$ cat config.mk
export PLATFORM = sky130hd
export DESIGN_NAME = tea_cbc_ctrl
export DESIGN_NICKNAME = d
export VERILOG_FILES = /design/src/rtl/tea_pkg.sv /design/src/rtl/tea_cbc_chain.sv /design/src/rtl/tea_cbc_ctrl.sv
export SDC_FILE = /design/constraint.sdc
export NUM_CORES = 1
export LEC_CHECK = 0
export CAP_MARGIN = 20
export CORE_AREA = 2 2 229 231
export CTS_CLUSTER_DIAMETER = 100
export DETAILED_ROUTE_END_ITERATION = 10
export DIE_AREA = 0 0 231 233
export DONT_BUFFER_PORTS = 1
export GPL_TIMING_DRIVEN = 0
export SYNTH_ARGS = -nofsm -noshare
export SYNTH_HDL_FRONTEND = slang
export SYNTH_HIERARCHICAL = 1
export SYNTH_SLANG_ARGS = --single-unit
$ cat constraint.sdc
create_clock -name clk -period 2.35 [get_ports clk]
set_input_delay 0.705 -clock clk [delete_from_list [all_inputs] [get_ports clk]]
set_output_delay 0.705 -clock clk [all_outputs]
set_load 0.01 [all_outputs]
$ cat src/rtl/tea_pkg.sv
// Shared TEA sequencer definitions: datapath widths, controller state encoding
// and the TEA round constant.
package tea_pkg;

  localparam int unsigned TEA_BLOCK_W = 64;
  localparam int unsigned TEA_KEY_W   = 128;
  localparam int unsigned TEA_ST_W    = 2;

  localparam logic [31:0] TEA_DELTA = 32'h9E3779B9;

  localparam logic [TEA_ST_W-1:0] ST_IDLE  = 2'd0;
  localparam logic [TEA_ST_W-1:0] ST_ISSUE = 2'd1;
  localparam logic [TEA_ST_W-1:0] ST_WAIT  = 2'd2;
  localparam logic [TEA_ST_W-1:0] ST_OUT   = 2'd3;

  typedef enum logic [TEA_ST_W-1:0] {
    TEA_IDLE  = ST_IDLE,
    TEA_ISSUE = ST_ISSUE,
    TEA_WAIT  = ST_WAIT,
    TEA_OUT   = ST_OUT
  } tea_ctrl_state_t;

endpackage

$ cat src/rtl/tea_cbc_chain.sv
// CBC chaining for the TEA sequencer. It holds the chain value and the last
// accepted block, and applies the XOR on the way into and out of the core.
module tea_cbc_chain
  import tea_pkg::*;
(
  input  logic                   clk,
  input  logic                   reset,
  input  logic                   iv_load,
  input  logic [TEA_BLOCK_W-1:0] iv_in,
  input  logic                   accept,
  input  logic                   accept_mode,
  input  logic [TEA_BLOCK_W-1:0] s_data,
  input  logic                   update,
  input  logic                   mode,
  input  logic [TEA_BLOCK_W-1:0] core_out,
  output logic [TEA_BLOCK_W-1:0] core_in_c,
  output logic [TEA_BLOCK_W-1:0] result_c
);

  logic [TEA_BLOCK_W-1:0] chain;
  logic [TEA_BLOCK_W-1:0] blk;

  // Decrypt chains on the ciphertext that went in; encrypt chains on what came out.
  always_ff @(posedge clk) begin
    if (reset) begin
      chain <= '0;
      blk   <= '0;
    end else begin
      if (iv_load) begin
        chain <= iv_in;
      end else if (update) begin
        chain <= mode ? blk : core_out;
      end
      if (accept) begin
        blk <= s_data;
      end
    end
  end

  assign core_in_c = accept_mode ? s_data : (s_data ^ chain);
  assign result_c  = mode ? (core_out ^ chain) : core_out;

endmodule

$ cat src/rtl/tea_cbc_ctrl.sv
// Sequencer for one iterative TEA core: key/IV registers, block stream in,
// result stream out. CBC chaining is built when TEA_CBC_EN is defined, ECB otherwise.
module tea_cbc_ctrl
  import tea_pkg::*;
#(
  parameter int unsigned ROUNDS = 32
) (
  input  logic                   clk,
  input  logic                   reset,
  input  logic [TEA_KEY_W-1:0]   key_in,
  input  logic                   key_load,
  input  logic [TEA_BLOCK_W-1:0] iv_in,
  input  logic                   iv_load,
  input  logic                   mode,
  input  logic                   s_valid,
  output logic                   s_ready,
  input  logic [TEA_BLOCK_W-1:0] s_data,
  input  logic                   s_last,
  output logic                   m_valid,
  input  logic                   m_ready,
  output logic [TEA_BLOCK_W-1:0] m_data,
  output logic                   m_last,
  output logic                   busy,
  output logic [TEA_BLOCK_W-1:0] core_in,
  output logic [TEA_KEY_W-1:0]   core_key,
  output logic                   core_mode,
  output logic                   core_write,
  input  logic [TEA_BLOCK_W-1:0] core_out,
  input  logic                   core_ready
);

  logic [TEA_ST_W-1:0]    state;
  logic [TEA_ST_W-1:0]    state_nxt;
  logic [TEA_KEY_W-1:0]   key_reg;
  logic                   key_valid;
  logic                   first_msg;
  logic                   last_lat;
  logic                   accept_c;
  logic                   capture_c;
  logic                   release_c;
  logic                   iv_gate_c;
  logic                   iv_start_c;
  logic                   mode_eff_c;
  logic [TEA_BLOCK_W-1:0] core_in_c;
  logic [TEA_BLOCK_W-1:0] result_c;

  // Mode is only taken from the port on the first block of a message.
  assign mode_eff_c = first_msg ? mode : core_mode;
  assign iv_start_c = iv_gate_c & (state == ST_IDLE);

`ifdef TEA_CBC_EN
  assign iv_gate_c = iv_load;

  tea_cbc_chain u_chain (
    .clk         (clk),
    .reset       (reset),
    .iv_load     (iv_start_c),
    .iv_in       (iv_in),
    .accept      (accept_c),
    .accept_mode (mode_eff_c),
    .s_data      (s_data),
    .update      (capture_c),
    .mode        (core_mode),
    .core_out    (core_out),
    .core_in_c   (core_in_c),
    .result_c    (result_c)
  );
`else
  logic unused_iv;

  assign iv_gate_c = 1'b0;
  assign core_in_c = s_data;
  assign result_c  = core_out;
  assign unused_iv = ^{iv_in, iv_load};
`endif

  always_ff @(posedge clk) begin
    if (reset) begin
      state <= ST_IDLE;
    end else begin
      state <= state_nxt;
    end
  end

  // core_ready is only looked at in WAIT, which masks stale or unknown flags.
  always_comb begin
    state_nxt = state;
    s_ready   = 1'b0;
    accept_c  = 1'b0;
    capture_c = 1'b0;
    release_c = 1'b0;
    case (state)
      ST_IDLE: begin
        s_ready = key_valid & ~key_load & ~iv_gate_c;
        if (s_valid && key_valid && !key_load && !iv_gate_c) begin
          accept_c  = 1'b1;
          state_nxt = ST_ISSUE;
        end
      end
      ST_ISSUE: state_nxt = ST_WAIT;
      ST_WAIT: begin
        if (core_ready) begin
          capture_c = 1'b1;
          state_nxt = ST_OUT;
        end
      end
      ST_OUT: begin
        if (m_ready) begin
          release_c = 1'b1;
          state_nxt = ST_IDLE;
        end
      end
      default: state_nxt = ST_IDLE;
    endcase
  end

  always_ff @(posedge clk) begin
    if (reset) begin
      key_reg    <= '0;
      key_valid  <= 1'b0;
      first_msg  <= 1'b1;
      last_lat   <= 1'b0;
      core_in    <= '0;
      core_key   <= '0;
      core_mode  <= 1'b0;
      core_write <= 1'b0;
      m_valid    <= 1'b0;
      m_data     <= '0;
      m_last     <= 1'b0;
      busy       <= 1'b0;
    end else begin
      core_write <= accept_c;
      busy       <= (state_nxt != ST_IDLE);
      if (key_load && state == ST_IDLE) begin
        key_reg   <= key_in;
        key_valid <= 1'b1;
      end
      if (iv_start_c) begin
        first_msg <= 1'b1;
      end
      if (accept_c) begin
        core_in   <= core_in_c;
        core_key  <= key_reg;
        core_mode <= mode_eff_c;
        last_lat  <= s_last;
        first_msg <= 1'b0;
      end
      if (capture_c) begin
        m_data  <= result_c;
        m_last  <= last_lat;
        m_valid <= 1'b1;
      end
      if (release_c) begin
        m_valid <= 1'b0;
        if (m_last) begin
          first_msg <= 1'b1;
        end
      end
    end
  end

`ifndef SYNTHESIS
  logic [7:0] wait_cycles;

  always_ff @(posedge clk) begin
    if (reset || state != ST_WAIT) begin
      wait_cycles <= '0;
    end else begin
      wait_cycles <= wait_cycles + 8'd1;
    end
  end

  a_core_latency: assert property (@(posedge clk) disable iff (reset)
    (state == ST_WAIT) |-> (32'(wait_cycles) <= ROUNDS + 32'd1));
`endif

endmodule

==> flow_summary_export.csv <==
group,metric,value,unit
cts,cts-root-buf,"clkbuf_16",
global_route,grt_pass1_vias,12300,
setup_path,crit_type,"in -> reg",
sta,period_minus_slack,2.29,ns
layout,area_delta_synth_final,15.9,%
cts,cts_inserted_buffers,44,
synth,syn_inst,1747,
place,io_buffers,0,
cts,h-tree-depth,2,
setup_path,cp-end-kind,"flip-flop",
pwr,vdd_ir_drop_max,0.000586,V
global_route,grtUsageTotal,18.9,%
floorplan,core-area,51100,µm²
global_route,grt_max_degree,14,
place,gp_congestion,0.915,
pwr,p_per_area,860,nW/µm²
sta,fin_tns_setup,0,ns
setup_path,timing.rr.start,"state[0]",
route,post_drt_wl_per_cell,21.3,µm
synth,synth_warnings,6,
sta,slew_headroom,23.1,%
synth,synth_seq_cells,394,
layout,nNetsFinal,2124,
sta,finalSetupViolCount,0,
place,dp_hpwl,40.4,mm
pwr,intPower,11.4,mW
pwr,p_seq_share,46.9,%
layout,drive_gt1_share,8.52,%
sta,worst_pin_slew,1.15,ns
run_status,status,"completed",
sta,max_freq,437,MHz
pwr,power,15.1,mW
cts,cts.sinks,394,
synth,synth.yosys.seq_area_share,52.0,%
pwr,p_sw_share,24.8,%
route,first_pass_iters,5,
synth,synth.avg_cell_area,8.68,µm²
sta,hold_viol_final,0,
flow_run,drv_cap,0,
hold_path,min_path_type,"in -> reg",
pwr,power.leakage,5.89,nW
route,num_vias,12800,
global_route,grt_antenna_before_repair,5,
floorplan,rows,83,
route,ant_nets,0,
setup_path,start_kind,"input pin",
setup_path,crit_arrival,2.72,ns
layout,multi_input_area,6430,µm²
pwr,p_sw,3.75,mW
route,drc,0,
setup_path,setup.worst_path.start,"reset",
cts,cts_tree,"yes",
synth,syn_nets,2076,
pwr,combPwrFrac,6.8,%
setup_path,crit_path_max_fanout,10,
route,routed_via_density,5.08,
floorplan,die_w,231,µm
route,wirelength,53.6,mm
synth,synth_area,15200,µm²
sta,clock-skew-final,0.0140,ns
route,drt_iter0_drc,674,
sta,slew_violations,0,
hold_path,hold_start,"core_out[62]",
floorplan,die_area,53800,µm²
cts,insertion_delay,0.56,ns
cts,ctsLongestPathBuffers,3,
cts,cts-hold-fix-buffers,0,
cts,path_clk_slew,0.06,ns
floorplan,initial_utilization,29.7,%
synth,synth_cell_types,28,
global_route,grt_first_pass_wirelength,77.1,mm
pwr,clock_power_share,46.3,%
layout,seq_area,7890,µm²
place,place_ws,-0.861,ns
floorplan,dieHeight,233,µm
sta,finalWorstSetupSlack,0.0601,ns
layout,nFillCells,5348,
global_route,grt-ovfl-total,0,
sta,rsz0062_at_grt,"no",
sta,fin_crit_sh,97.4,%
setup_path,critPathRequiredTime,2.78,ns
floorplan,io_pins,591,
## routing by layer
| metal | GRT usage [%] | part of all wire (%) | up-vias |
|---|---|---|---|
| li1 | - | - | 6082 |
| met3 | 6.83 | 10 | 93 |
| met4 | 6.09 | 2.8 | 4 |
| met1 | 21.6 | 39 | 6105 |
| met5 | 0 | 0.037 | - |
| met2 | 32.6 | 48 | 492 |
## metrics by stage
stage | std cells | area, µm² | utilization, % | hold WS [ns]
finish | 2516 | 17600 | 34.4 | 0.270
CTS | 2509 | 17500 | 34.3 | 0.222
detailed placement | 2427 | 16000 | 31.4 | 0.447
floorplan | 1747 | 15200 | - | 0.432
global route | 2511 | 17600 | 34.4 | 0.230
global placement | 2427 | 16000 | 31.4 | 0.442
## cell usage after synthesis (all sizes together)
cell type | number | area share (%)
nor4b | 1 | 0.099
and2 | 1 | 0.058
buf | 75 | 3.2
nor3 | 2 | 0.066
nand4b | 193 | 11
inv | 1 | 0.025
dfxtp | 394 | 52
nand2b | 193 | 8.0
a21oi | 194 | 6.4
and3b | 1 | 0.058
o21ai | 193 | 6.4
clkbuf | 97 | 2.4
or3b | 1 | 0.058
nand2 | 387 | 9.6
nor3b | 1 | 0.049
nand4 | 1 | 0.041
a31o | 1 | 0.058
and3 | 1 | 0.041
a221o | 1 | 0.066
o21bai | 1 | 0.049
nand3b | 2 | 0.099
nor2 | 5 | 0.12
a31oi | 1 | 0.041
## cells by family after synthesis
logic type	Yosys count	share of synthesized area, %
buffers and inverters	173	5.67
and+or+nand+nor	789	29.4
DFF	394	52.0
AOI/OAI and AO/OA	391	13.0
## critical path, stage by stage
cell and delay, ns:
buf_2 0.33, clkbuf_1 0.90, clkbuf_1 0.41, nand4b_1 0.24, o21ai_0 0.11
## what timing repair did
item	in CTS	in global routing
pin swaps	1	0
endpoints found under the setup margin	54	1
buffers inserted	0	1
resized for setup	9	0
## power by group through the flow
stage | combinational (mW) | sequential, mW | clock [mW]
floorplan | 0.708 | 7.18 | 0
finish | 1.03 | 7.09 | 7.01
detailed placement | 1.03 | 7.24 | 0
CTS | 1.04 | 7.09 | 7.18
global placement | 1.01 | 7.23 | 0
global route | 1.14 | 7.11 | 7.49
## path summary, 6_finish.rpt
| path | to | slack [ns] | cells after the start |
|---|---|---|---|
| max reg2reg | key_reg[94] | 0.27 | 5 |
| max | core_in[18] | 0.06 | 5 |
| min | m_data[62] | 0.27 | 2 |
| min reg2reg | key_reg[95] | 0.45 | 2 |
## area by class of cell
class                           count  area share, %
Sequential cell                   394           44.9
Multi-Input combinational cell   1180           36.6
Clock buffer                       66           7.47
Buffer                            172           4.97
Tap cell                          680           4.84
Clock inverter                     16           1.03
Timing Repair Buffer                2          0.128
Antenna cell                        5         0.0712
Inverter                            1         0.0213
## layout by cell type (no fill, tap or decap), types with 12 or more instances in the layout
cell type and instances:
a21oi_1 194, buf_2 41, buf_4 20, buf_6 12
clkbuf_1 103, clkbuf_16 44, clkbuf_8 13, dfxtp_1 393
nand2_1 387, nand2b_1 193, nand4b_1 193, o21ai_0 152
o21ai_1 41
Note: power is estimated with default switching activity, not from simulation.
